File: src/rtl/apb_master_ctrl.sv
// APB master: one request at a time, IDLE/SETUP/ACCESS sequencing, decode-error handling.
// Define APB_MASTER_TIMEOUT_EN to abort transfers stalled for TIMEOUT_CYCLES wait states.
`timescale 1ns/1ps
module apb_master_ctrl #(
  parameter int ADDRESS_WIDTH  = 32,
  parameter int DATA_WIDTH     = 32,
  parameter int NUM_SLAVES     = 4,
  parameter int SEL_LSB        = 12,
  parameter int TIMEOUT_CYCLES = 255
) (
  input  logic                             PCLK,
  input  logic                             PRESET,
  input  logic                             REQ_VALID,
  output logic                             REQ_READY,
  input  logic                             REQ_WRITE,
  input  logic [ADDRESS_WIDTH-1:0]         REQ_ADDR,
  input  logic [DATA_WIDTH-1:0]            REQ_WDATA,
  input  logic [DATA_WIDTH/8-1:0]          REQ_STRB,
  output logic                             RSP_VALID,
  output logic [DATA_WIDTH-1:0]            RSP_RDATA,
  output logic                             RSP_ERR,
  output logic                             RSP_TIMEOUT,
  output logic [ADDRESS_WIDTH-1:0]         M_PADDR,
  output logic [DATA_WIDTH-1:0]            M_PWDATA,
  output logic [DATA_WIDTH/8-1:0]          M_PSTRB,
  output logic                             M_PWRITE,
  output logic [NUM_SLAVES-1:0]            M_PSEL,
  output logic                             M_PENABLE,
  input  logic [NUM_SLAVES-1:0]            M_PREADY,
  input  logic [NUM_SLAVES*DATA_WIDTH-1:0] M_PRDATA,
  input  logic [NUM_SLAVES-1:0]            M_PSLVERR
);

  localparam int SW = (NUM_SLAVES > 1) ? $clog2(NUM_SLAVES) : 1;
  localparam int SB = DATA_WIDTH / 8;
  localparam logic [SW:0] NS = (SW+1)'(NUM_SLAVES);

  localparam logic [1:0] IDLE   = 2'd0;
  localparam logic [1:0] SETUP  = 2'd1;
  localparam logic [1:0] ACCESS = 2'd2;

  logic [1:0]               state;
  logic                     wr_q;
  logic [ADDRESS_WIDTH-1:0] addr_q;
  logic [DATA_WIDTH-1:0]    wdata_q;
  logic [SB-1:0]            strb_q;
  logic [SW-1:0]            idx_q;
  logic                     derr_q;

  logic [SW-1:0]            idx_d;
  logic                     sel_ready;
  logic                     sel_err;
  logic [DATA_WIDTH-1:0]    sel_rdata;
  logic                     tmo;
  logic                     done;
  logic                     accept;
  logic                     busy;

  assign idx_d = REQ_ADDR[SEL_LSB +: SW];

  // A decode error behaves like a ready slave so ACCESS ends at once.
  always_comb begin
    sel_ready = derr_q;
    sel_err   = derr_q;
    sel_rdata = '0;
    for (int i = 0; i < NUM_SLAVES; i++) begin
      if (!derr_q && idx_q == SW'(i)) begin
        sel_ready = M_PREADY[i];
        sel_err   = M_PSLVERR[i];
        sel_rdata = M_PRDATA[i*DATA_WIDTH +: DATA_WIDTH];
      end
    end
  end

`ifdef APB_MASTER_TIMEOUT_EN
  localparam int CW = $clog2(TIMEOUT_CYCLES + 1);
  logic [CW-1:0] wcnt;

  assign tmo = (state == ACCESS) && !sel_ready &&
               (wcnt == CW'(TIMEOUT_CYCLES - 1));

  always_ff @(posedge PCLK or posedge PRESET) begin
    if (PRESET) begin
      wcnt <= '0;
    end else if (state == ACCESS && !sel_ready && !tmo) begin
      wcnt <= wcnt + 1'b1;
    end else begin
      wcnt <= '0;
    end
  end

  always_ff @(posedge PCLK or posedge PRESET) begin
    if (PRESET) RSP_TIMEOUT <= 1'b0;
    else        RSP_TIMEOUT <= tmo;
  end
`else
  assign tmo         = 1'b0;
  assign RSP_TIMEOUT = 1'b0;
`endif

  assign done      = (state == ACCESS) && (sel_ready || tmo);
  assign REQ_READY = !PRESET && ((state == IDLE) || done);
  assign accept    = REQ_VALID && REQ_READY;
  assign busy      = (state != IDLE);

  always_ff @(posedge PCLK or posedge PRESET) begin
    if (PRESET) begin
      state <= IDLE;
    end else begin
      case (state)
        IDLE:    if (accept) state <= SETUP;
        SETUP:   state <= ACCESS;
        ACCESS:  if (done) state <= accept ? SETUP : IDLE;
        default: state <= IDLE;
      endcase
    end
  end

  // Write-only fields are zeroed at capture so reads present 0 on the bus.
  always_ff @(posedge PCLK or posedge PRESET) begin
    if (PRESET) begin
      wr_q    <= 1'b0;
      addr_q  <= '0;
      wdata_q <= '0;
      strb_q  <= '0;
      idx_q   <= '0;
      derr_q  <= 1'b0;
    end else if (accept) begin
      wr_q    <= REQ_WRITE;
      addr_q  <= REQ_ADDR;
      wdata_q <= REQ_WRITE ? REQ_WDATA : '0;
      strb_q  <= REQ_WRITE ? REQ_STRB : '0;
      idx_q   <= idx_d;
      derr_q  <= ({1'b0, idx_d} >= NS);
    end
  end

  always_ff @(posedge PCLK or posedge PRESET) begin
    if (PRESET) begin
      RSP_VALID <= 1'b0;
      RSP_ERR   <= 1'b0;
      RSP_RDATA <= '0;
    end else begin
      RSP_VALID <= done;
      RSP_ERR   <= done && (sel_err || tmo);
      RSP_RDATA <= (done && !wr_q && !tmo) ? sel_rdata : '0;
    end
  end

  always_comb begin
    M_PSEL = '0;
    for (int i = 0; i < NUM_SLAVES; i++) begin
      if (busy && !derr_q && idx_q == SW'(i)) M_PSEL[i] = 1'b1;
    end
  end

  assign M_PENABLE = (state == ACCESS);
  assign M_PADDR   = busy ? addr_q  : '0;
  assign M_PWRITE  = busy ? wr_q    : 1'b0;
  assign M_PWDATA  = busy ? wdata_q : '0;
  assign M_PSTRB   = busy ? strb_q  : '0;

endmodule

File: config.mk
export PLATFORM = sky130hd
export DESIGN_NAME = apb_master_ctrl
export DESIGN_NICKNAME = d
export VERILOG_FILES = /design/src/rtl/apb_master_ctrl.sv
export SDC_FILE = /design/constraint.sdc
export NUM_CORES = 1
export LEC_CHECK = 0
export ABC_AREA = 1
export CAP_MARGIN = 20
export CORE_MARGIN = 10
export CORE_UTILIZATION = 42
export CTS_CLUSTER_DIAMETER = 50
export CTS_CLUSTER_SIZE = 12
export DETAILED_ROUTE_END_ITERATION = 8
export GPL_ROUTABILITY_DRIVEN = 0
export GPL_TIMING_DRIVEN = 1
export PLACE_DENSITY = 0.86
export SKIP_CTS_REPAIR_TIMING = 1
export SLEW_MARGIN = 40
export SYNTH_ARGS = -nofsm -noshare
export SYNTH_HDL_FRONTEND = slang
export SYNTH_SLANG_ARGS = --single-unit
File: constraint.sdc
create_clock -name PCLK -period 6.65 [get_ports PCLK]
set_clock_uncertainty 0.2 [all_clocks]
set_input_delay 1.33 -clock PCLK [delete_from_list [all_inputs] [get_ports PCLK]]
set_output_delay 1.33 -clock PCLK [all_outputs]
set_load 0.01 [all_outputs]
Word level (Yosys, flattened, before mapping)
Cells that the tools add are included.
W data, S select, Z words.
{"block": "totals", "regBits": 107, "out_inout_bits": 110, "wordCells": 59}
{"block": "op_classes", "eq_ne": 7, "mux": 27, "n_reduce_logical": 16}
{"operator": "$mux W32", "n": 8}
{"operator": "$mux W1", "n": 14}
{"operator": "$logic_and A1 B1 Y1", "n": 9}
{"operator": "$mux W4", "n": 2}
{"operator": "$eq A2 B2 Y1 const B", "n": 3}
{"operator": "$pmux W2 S3", "n": 1}
{"operator": "$eq A2 B1 Y1 const B", "n": 2}
{"operator": "$logic_not A2 Y1", "n": 2}
{"operator": "$mux W2", "n": 2}
{"operator": "$logic_not A1 Y1", "n": 2}
{"operator": "$ne A2 B1 Y1 const B", "n": 1}
{"operator": "$ne A2 B2 Y1 const B", "n": 1}
{"operator": "$reduce_and A2 Y1", "n": 1}
{"operator": "$reduce_bool A2 Y1", "n": 1}
{"operator": "$logic_or A1 B1 Y1", "n": 1}

Depth between registers and ports, before layout
Gate-level depths: netlist of run 1.
{"block": "logic_depth", "depth_word": 12, "ltp_mapped": 11}

Least setup slack after synthesis of run 1
OpenSTA, ideal clock, no wires.
{"block": "synth_timing", "path_kind": "input-to-reg", "from": "input PRESET", "to": "register wdata_q[13]", "arrival_time_ns": 3.121, "required_time_ns": 6.376, "slack_ns": 3.255, "path_stages": 4, "path_buffers": 1, "path_cell_list": "inv_2 buf_2 nand4_1 nand2_1"}
{"block": "synth_via", "elab_chain_cells": 3}
{"element": "start: declaration", "line": "12", "rtl": "input logic PRESET,"}
{"element": "$logic_not A1 Y1 (no line)"}
{"element": "$logic_and A1 B1 Y1", "line": "102", "rtl": "assign REQ_READY = !PRESET && ((state == IDLE) || done);"}
{"element": "$logic_and A1 B1 Y1", "line": "103", "rtl": "assign accept = REQ_VALID && REQ_READY;"}
{"element": "end signal: assignment", "line": "131", "rtl": "wdata_q <= REQ_WRITE ? REQ_WDATA : '0;"}
{"element": "end: declaration", "line": "45", "rtl": "logic [DATA_WIDTH-1:0] wdata_q;"}
Every way passes these cells.
A chain may end at the register's enable or synchronous reset.

==> flow_metrics.env, run 1 <==
export IMPL_rsz0062_at_grt="no"
export IMPL_clk_latency_ps=340
export IMPL_routed_via_density=4.98
export IMPL_rows=42
export IMPL_clk_pin_slew_ps=70
export IMPL_wl_per_cell_um=18.3
export IMPL_irDropWorstVdd_v=0.000148
export IMPL_multiInputGateArea_sq_mm=0.00240
export IMPL_clk_path_buf_depth=2
export IMPL_syn_to_final_growth_pct=60.5
export IMPL_p_sw_w=0.000909
export IMPL_routed_wirelength_um=23100
export IMPL_pwr_share_seq=0.348
export IMPL_crit_start="addr_q[12]$_DFFE_PP0P_"
export IMPL_pre_cts_slack_ps=2210
export IMPL_synth_async_reset_ratio=1.00
export IMPL_synth_top_area_share=0.456
export IMPL_port_buffers=316
export IMPL_finalMaxSlewViolations=0
export IMPL_layout_drive_gt1_share=0.0378
export IMPL_setup_tns_ps=0
export IMPL_min_period_over_period=0.694
export IMPL_hp_class="reg2reg"
export IMPL_synth_most_common_cell="nand2_1"
export IMPL_overflow=0
export IMPL_maxSlewHeadroom=0.496
export IMPL_ys_types=27
export IMPL_power_leakage_nw=4.43
export IMPL_intPower_w=0.00157
export IMPL_yosys_top_cells_area="dfrtp_1 46%, nand2_1 14%, nor2_1 8.2%, nand4_1 7.5%, inv_1 7.3%"
export IMPL_crit_path_max_fanout=30
export IMPL_first_pass_iters=5
export IMPL_synth_seq_cells=105
export IMPL_die_width_um=137
export IMPL_crit_top_cell="nand2_2"
export IMPL_syn_area_sq_mm=0.00576
export IMPL_grt_antenna_before_repair=1
export IMPL_tightest_slew_ps=757
export IMPL_ys_warn_count=0
export IMPL_hp_start="wdata_q[9]$_DFFE_PP0P_"
export IMPL_drv_cap=0
export IMPL_synth_edf_count=0
export IMPL_cp_required_ps=5120
export IMPL_numCtsBuffers=9
export IMPL_seqCellArea_sq_mm=0.00263
export IMPL_comb_power_share=0.430
export IMPL_timing_rr_start="addr_q[12]$_DFFE_PP0P_"
export IMPL_finalWorstSetupSlack_ps=2030
export IMPL_vias=6286
export IMPL_status="complete, no violations"
export IMPL_clockRootBuffer="clkbuf_16"
export IMPL_layout_min_cycle_time_ps=4620
export IMPL_post_dp_hpwl_um=17200
export IMPL_synth_largest_area_cell="dfrtp_1"
export IMPL_cts_sinks=105
export IMPL_drc=0
export IMPL_ys_top_cells_by_count="222 x nand2_1, 126 x nor2_1, 112 x inv_1"
export IMPL_power_density_mw_per_mm2=269
export IMPL_io_pins=318
export IMPL_nNetsFinal=1289
export IMPL_crit_type="reg2out"
export IMPL_start_util=0.431
export IMPL_power_w=0.00248
export IMPL_grt_pass1_wl_um=35000
export IMPL_cts_tree="yes"
export IMPL_crit_chain="nand2_2, inv_2, nand2_2, nand2_2, nand2_4, a21oi_1, clkdlybuf4s50_1"
export IMPL_ant_nets=0
export IMPL_htree_levels=3
export IMPL_avgSynthCellArea_sq_um=7.13
export IMPL_dieArea_sq_mm=0.0188
export IMPL_end_kind="output port"
export IMPL_syn_inst=807
export IMPL_die_height_um=137
export IMPL_grt_max_degree=72
export IMPL_sw_frac_of_total=0.366
export IMPL_clockPowerShare=0.221
export IMPL_hold_violations=0
export IMPL_n_fill_cell=1118
export IMPL_cp_start_kind="flop"
export IMPL_slowest_stage="dfrtp_1"
export IMPL_max_stage_delay_ps=790
export IMPL_core_sq_mm=0.0133
export IMPL_ys_flop_type="dfrtp_1"
export IMPL_max_freq_ghz=0.217
export IMPL_arrival_ps=3090
export IMPL_grt_pass1_vias=6219
export IMPL_initialDrtViolationCount=403
export IMPL_critPathBufInv=2
export IMPL_setup_viol=0
export IMPL_track_usage=0.237
export IMPL_seq_area_frac_synth=0.456
export IMPL_syn_num_nets=1015
export IMPL_crit_family="buffers and inverters"
## area by class of cell
class | instances | share of cell area
sequential | 105 | 0.284
antenna | 2 | 0.000542
inverter | 117 | 0.0481
tap | 176 | 0.0238
multi-input combinational | 525 | 0.260
clock inverter | 4 | 0.00569
timing repair buffer | 323 | 0.350
clock buffer | 11 | 0.0273
## routing by layer
| metal | up-vias | track usage | wire, um |
|---|---|---|---|
| met5 | - | 0 | 0 |
| met1 | 2930 | 0.253 | 8440 |
| li1 | 3070 | - | - |
| met2 | 246 | 0.409 | 11500 |
| met3 | 40 | 0.0935 | 2510 |
| met4 | 0 | 0.0943 | 713 |
## final timing paths
check                                     endpoint  depth (start not counted)  slack [ps]
setup / recovery                         REQ_READY                          7        2030
hold / removal              wdata_q[9]$_DFFE_PP0P_                          2         280
setup reg to reg            addr_q[14]$_DFFE_PP0P_                          8        3460
hold reg to reg             wdata_q[9]$_DFFE_PP0P_                          2         280
max in group asynchronous  wdata_q[31]$_DFFE_PP0P_                          3        3840
min in group asynchronous  wdata_q[19]$_DFFE_PP0P_                          2        1270
## state kept, by name, summed over array words and instances, names as in the netlist
register,count
wr_q,1
strb_q,4
RSP_RDATA,32
state,2
RSP_ERR,1
addr_q,32
RSP_VALID,1
wdata_q,32
## through the flow
| stage | instance area (sq um) | util | hold WS, ps | std cells |
|---|---|---|---|---|
| floorplan | 5760 | - | 249 | 807 |
| global placement | 8890 | 0.666 | 262 | 1244 |
| detailed placement | 8930 | 0.669 | 265 | 1246 |
| CTS | 9240 | 0.692 | 284 | 1261 |
| global route | 9240 | 0.692 | 292 | 1261 |
| finish | 9240 | 0.692 | 281 | 1263 |
## worst register-to-register path, stage by stage, from the launching register on
cell	delay [ps]
dfrtp_1	790
nand2_2	520
inv_2	470
nand2_2	110
nand2_2	100
nand2_4	60
nand2_4	520
nand4_1	240
nand2_1	110
## layout by cell type, fill, tap and decap left out
master | synthesis | routed
clkdlybuf4s50_1 | 0 | 315
nand2_1 | 222 | 222
nor2_1 | 126 | 125
inv_1 | 112 | 112
dfrtp_1 | 105 | 105
nand4_1 | 69 | 69
o21ai_0 | 38 | 38
a21oi_1 | 15 | 15
o21a_1 | 12 | 12
clkbuf_16 | 0 | 9
o22ai_1 | 8 | 8
o31a_1 | 6 | 6
nand3_1 | 5 | 5
o21ai_1 | 5 | 5
buf_4 | 3 | 5
inv_2 | 5 | 4
nand2_2 | 4 | 4
nor2_2 | 3 | 3
nand2_4 | 3 | 3
a31oi_1 | 3 | 3
clkinvlp_4 | 0 | 3
diode_2 | 0 | 2
nor3_1 | 2 | 2
clkbuf_8 | 0 | 2
buf_12 | 0 | 2
nor2_4 | 0 | 1
inv_6 | 0 | 1
nand4_4 | 0 | 1
nor3_2 | 1 | 1
a221oi_1 | 1 | 1
conb_1 | 1 | 1
bufinv_16 | 0 | 1
buf_2 | 23 | 1
## logic make-up after synthesis
logic type | Yosys count | synth area share
compound gates | 88 | 0.0887
buf+inv | 177 | 0.129
flops | 105 | 0.456
other cells | 1 | 0.000651
simple gates | 436 | 0.325
## power groups by stage
stage / clock (W) / sequential (W) / combinational [W]
after detailed placement: 0 / 0.000874 / 0.00107
after floorplan: 0 / 0.000857 / 0.000610
after global routing: 0.000584 / 0.000882 / 0.00118
after global placement: 0 / 0.000870 / 0.00105
after CTS: 0.000559 / 0.000865 / 0.00108
final: 0.000550 / 0.000865 / 0.00107
No activity file was read; power rests on OpenSTA's default activity.
==> run 2: changes to the inputs <==
Settings changed: CORE_UTILIZATION 42 to 39, PLACE_DENSITY 0.86 to 0.81.
Clock period 6.65 ns to 4.31 ns, I/O delays scaled along.
==> run 2 against run 1 <==
Effect of this change: sequential power up 54%; critical path type unchanged; setup slack worse by 1300 ps; die area up 6.6%; largest cell class unchanged; critical endpoint unchanged; first-iteration DRC count up 11%; largest power group unchanged; utilization down 5.2 points.
==> flow_metrics.env, run 2 (synthesis results as in run 1) <==
export IMPL_port_buffers=316
export IMPL_cts_tree="yes"
export IMPL_power_leakage_nw=4.45
export IMPL_min_path_cells=2
export IMPL_post_dp_hpwl_um=17100
export IMPL_syn_to_final_growth_pct=61.0
export IMPL_first_pass_iters=5
export IMPL_pwr_share_seq=0.348
export IMPL_cts_sinks=105
export IMPL_pre_cts_slack_ps=773
export IMPL_drv_cap=0
export IMPL_setup_viol=0
export IMPL_reg2reg_to="addr_q[5]$_DFFE_PP0P_"
export IMPL_numCtsBuffers=9
export IMPL_routed_via_density=4.90
export IMPL_comb_power_share=0.441
export IMPL_status="complete, no violations"
export IMPL_busiest_layer="met2"
export IMPL_clk_path_buf_depth=2
export IMPL_reg2reg_depth=10
export IMPL_clockRootBuffer="clkbuf_16"
export IMPL_crit_type="reg2out"
export IMPL_hp_start="addr_q[1]$_DFFE_PP0P_"
export IMPL_use_met2=0.360
export IMPL_initialDrtViolationCount=447
export IMPL_grt_pass1_vias=5998
export IMPL_core_sq_mm=0.0145
export IMPL_sw_frac_of_total=0.367
export IMPL_power_density_mw_per_mm2=411
export IMPL_final_cell_mix="315 x clkdlybuf4s50_1, 222 x nand2_1, 125 x nor2_1"
export IMPL_timing_rr_start="addr_q[12]$_DFFE_PP0P_"
export IMPL_nNetsFinal=1293
export IMPL_clk_pin_slew_ps=70
export IMPL_cp_start_kind="flop"
export IMPL_met1_usage=0.256
export IMPL_finalWorstSetupSlack_ps=718
export IMPL_cp_required_ps=3250
export IMPL_reg_top3="RSP_RDATA x32, addr_q x32, wdata_q x32"
export IMPL_grt_max_degree=87
export IMPL_vias=6248
export IMPL_met3_usage=0.0708
export IMPL_grt_antenna_before_repair=3
export IMPL_n_fill_cell=1276
export IMPL_drc=0
export IMPL_layout_drive_gt1_share=0.0386
export IMPL_io_pins=318
export IMPL_crit_path_max_fanout=21
export IMPL_p_sw_w=0.00140
export IMPL_end_kind="output port"
export IMPL_holdPathEnd="addr_q[1]$_DFFE_PP0P_"
export IMPL_finalMaxSlewViolations=0
export IMPL_grt_pass1_wl_um=34700
export IMPL_irDropWorstVdd_v=0.000210
export IMPL_die_width_um=141
export IMPL_rsz0062_at_grt="no"
export IMPL_seqCellArea_sq_mm=0.00263
export IMPL_ant_nets=0
export IMPL_start_util=0.398
export IMPL_max_freq_ghz=0.278
export IMPL_layout_min_cycle_time_ps=3590
export IMPL_setup_reg_to_reg_worst_slack_ps=1620
export IMPL_htree_levels=3
export IMPL_multiInputGateArea_sq_mm=0.00240
export IMPL_dieArea_sq_mm=0.0200
export IMPL_final_common_cell="clkdlybuf4s50_1"
export IMPL_rows=44
export IMPL_arrival_ps=2530
export IMPL_maxSlewHeadroom=0.491
export IMPL_setup_tns_ps=0
export IMPL_die_height_um=141
export IMPL_overflow=0
export IMPL_clk_latency_ps=340
export IMPL_clockPowerShare=0.211
export IMPL_hold_violations=0
export IMPL_track_usage=0.218
export IMPL_intPower_w=0.00241
export IMPL_min_period_over_period=0.833
export IMPL_tightest_slew_ps=763
export IMPL_wl_per_cell_um=18.0
export IMPL_hp_class="reg2reg"
export IMPL_routed_wirelength_um=22900
run 2: per-stage QoR:
step	cell area, sq um	power, W	hold slack [ps]	cells	utilization
2_1_floorplan	5760	0.00226	249	807	-
3_3_place_gp	8930	0.00300	262	1256	0.617
3_5_place_dp	8980	0.00303	266	1258	0.620
4_1_cts	9260	0.00385	285	1273	0.640
5_1_grt	9270	0.00407	300	1274	0.640
6_report	9270	0.00381	278	1275	0.640
run 2: layout make-up:
cell class / instances / area share
Antenna cell: 2 / 0.000540
Clock buffer: 12 / 0.0255
Clock inverter: 3 / 0.00459
Inverter: 117 / 0.0479
Multi-Input combinational cell: 525 / 0.259
Sequential cell: 105 / 0.283
Tap cell: 184 / 0.0248
Timing Repair Buffer: 327 / 0.354
run 2: worst max path at each step:
stage          slack [ps]                       to              startpoint  depth (start not counted)
4_1_cts               720                REQ_READY  addr_q[12]$_DFFE_PP0P_                          8
5_1_grt               590                REQ_READY  addr_q[12]$_DFFE_PP0P_                          8
3_3_place_gp          770                REQ_READY             M_PREADY[2]                          8
3_5_place_dp          770                REQ_READY             M_PREADY[2]                          8
2_1_floorplan        1380  wdata_q[13]$_DFFE_PP0P_                  PRESET                          4
6_report              720                REQ_READY  addr_q[12]$_DFFE_PP0P_                          8
run 2: power by group through the flow:
stage               registers [W]  clock network [W]  logic, W
floorplan                 0.00132                  0  0.000942
global placement          0.00134                  0   0.00166
detailed placement        0.00134                  0   0.00169
CTS                       0.00133           0.000828   0.00170
global route              0.00135           0.000857   0.00186
finish                    0.00133           0.000806   0.00168
run 2: critical path: stages (launching register included):
cell and delay (ps):
dfrtp_1 500, buf_4 290, nand2_2 80, inv_2 340, nand2_2 100, nand2_2 110, nand2_4 60, a21oi_1 130
clkdlybuf4s50_1 560
run 2: metal layers:
layer,wire (um),part of all wire
met1,9190,0.40
met2,11000,0.48
met3,2040,0.089
met4,650,0.028
met5,0,0
==> run 3: changes to the inputs <==
Settings changed: CORE_UTILIZATION 39 to 36, PLACE_DENSITY 0.81 to 0.79.
Clock period 4.31 ns to 3.2 ns, I/O delays scaled along.
==> run 3 against run 2 <==
Effect of this change: register-to-register slack got worse by 640 ps; critical path type is now in2out; first-iteration DRC count fell by 21%; routed wire length grew 3.7%; clock power is 39% higher; critical path depth is the same; critical endpoint unchanged; global-route usage shrank 0.32 points; combinational power up 42%; sequential share of layout area down 0.49 points; utilization shrank 4.2 points; power grew 39%.
==> flow_metrics.env, run 3 (synthesis results as in run 1) <==
export IMPL_crit_chain="clkdlybuf4s50_1, nand2_1, nand2_1, nand3_1, nand2_2, nand2_4, a21oi_1, clkdlybuf4s50_1"
export IMPL_slowest_stage="clkdlybuf4s50_1"
export IMPL_hp_start="wdata_q[11]$_DFFE_PP0P_"
export IMPL_clk_pin_slew_ps=70
export IMPL_status="complete, no violations"
export IMPL_holdPathEnd="wdata_q[11]$_DFFE_PP0P_"
export IMPL_max_stage_delay_ps=570
export IMPL_tightest_slew_ps=732
export IMPL_maxSlewHeadroom=0.512
export IMPL_routed_via_density=4.82
export IMPL_finalMaxSlewViolations=0
export IMPL_grt_pass1_wl_um=36800
export IMPL_layout_min_cycle_time_ps=3050
export IMPL_core_sq_mm=0.0158
export IMPL_cts_sinks=105
export IMPL_hp_class="reg2reg"
export IMPL_final_common_cell="clkdlybuf4s50_1"
export IMPL_rows=46
export IMPL_drv_cap=0
export IMPL_fin_hold_ws_ps=279
export IMPL_final_util=0.598
export IMPL_drc=0
export IMPL_clk_latency_ps=350
export IMPL_wl_per_cell_um=18.0
export IMPL_setup_tns_ps=0
export IMPL_grt_pass1_vias=6369
export IMPL_io_pins=318
export IMPL_ant_nets=0
export IMPL_hold_violations=0
export IMPL_arrival_ps=2210
export IMPL_overflow=0
export IMPL_power_w=0.00529
export IMPL_numCtsBuffers=9
export IMPL_syn_to_final_growth_pct=63.8
export IMPL_reg_top3="RSP_RDATA x32, addr_q x32, wdata_q x32"
export IMPL_power_density_mw_per_mm2=561
export IMPL_nNetsFinal=1303
export IMPL_die_height_um=146
export IMPL_critPathBufInv=2
export IMPL_rsz0062_at_grt="no"
export IMPL_vias=6338
export IMPL_irDropWorstVdd_v=0.000295
export IMPL_clockRootBuffer="clkbuf_16"
export IMPL_max_freq_ghz=0.328
export IMPL_crit_path_max_fanout=3
export IMPL_clk_path_buf_depth=2
export IMPL_crit_family="buffers and inverters"
export IMPL_reg2reg_to="RSP_RDATA[30]$_DFF_PP0_"
export IMPL_final_cell_mix="315 x clkdlybuf4s50_1, 222 x nand2_1, 125 x nor2_1"
export IMPL_cts_tree="yes"
export IMPL_grt_max_degree=81
export IMPL_die_width_um=146
export IMPL_timing_rr_start="addr_q[12]$_DFFE_PP0P_"
export IMPL_reg2reg_depth=8
export IMPL_track_usage=0.215
export IMPL_layout_drive_gt1_share=0.0500
export IMPL_min_path_cells=2
export IMPL_cp_required_ps=2360
export IMPL_post_dp_hpwl_um=17900
export IMPL_first_pass_iters=4
export IMPL_setup_viol=0
export IMPL_placedInstanceArea_sq_mm=0.00914
export IMPL_fin_area_sq_mm=0.00943
export IMPL_setup_reg_to_reg_worst_slack_ps=980
export IMPL_min_period_over_period=0.954
export IMPL_htree_levels=3
export IMPL_crit_type="in2out"
export IMPL_dieArea_sq_mm=0.0214
export IMPL_cp_start_kind="primary input"
export IMPL_power_leakage_nw=4.52
export IMPL_grt_antenna_before_repair=1
export IMPL_port_buffers=316
export IMPL_initialDrtViolationCount=353
export IMPL_start_util=0.365
export IMPL_end_kind="output port"
export IMPL_routed_wirelength_um=23700
[run 3: cell count changes in the layout (fill, tap and decap cells not counted), sizes merged]
cell,change
buf,+10
clkbuf,-3
clkinv,+1
clkinvlp,+1
diode,-1
inv,+1
[run 3: per-stage QoR]
stage	setup slack [ps]	std cells
4_1_cts	125	1315
2_1_floorplan	495	807
3_3_place_gp	197	1300
3_5_place_dp	126	1300
6_report	149	1316
5_1_grt	54.4	1315
[run 3: how the worst max path moves through the flow]
stage | start | end | cells past startpoint
after floorplan | PRESET | wdata_q[13]$_DFFE_PP0P_ | 4
after global placement | M_PREADY[2] | REQ_READY | 8
after detailed placement | M_PREADY[2] | REQ_READY | 8
after CTS | M_PREADY[2] | REQ_READY | 8
after global routing | M_PREADY[2] | REQ_READY | 8
final | M_PREADY[2] | REQ_READY | 8
[run 3: routing by layer]
layer / up-vias / GRT usage / wire [um] / part of all wire
met3: 15 / 0.0782 / 2260 / 0.095
li1: 3095 / - / - / -
met1: 2993 / 0.248 / 9350 / 0.39
met2: 235 / 0.370 / 11900 / 0.50
met5: - / 0 / 0 / 0
met4: 0 / 0.0516 / 280 / 0.012
[run 3: cell type report]
type | count | area (sq um)
repair buffers | 337 | 3390
fillers | 1431 | 6340
diodes | 1 | 2.50
inverters | 117 | 444
well taps | 216 | 270
multi-input cells | 525 | 2400
clock inverters | 6 | 67.6
clock buffers | 9 | 225
flip-flops and latches | 105 | 2630
[run 3: worst min-delay path, delay by kind of cell (launching register included)]
family | cells | cell delay, ps
flops | 1 | 340
simple gates | 2 | 100
[run 3: power by group]
group	switching, W	internal, W	total (W)
clock	0.000510	0.000606	0.00112
combinational	0.00129	0.00110	0.00239
sequential	0.000162	0.00161	0.00178
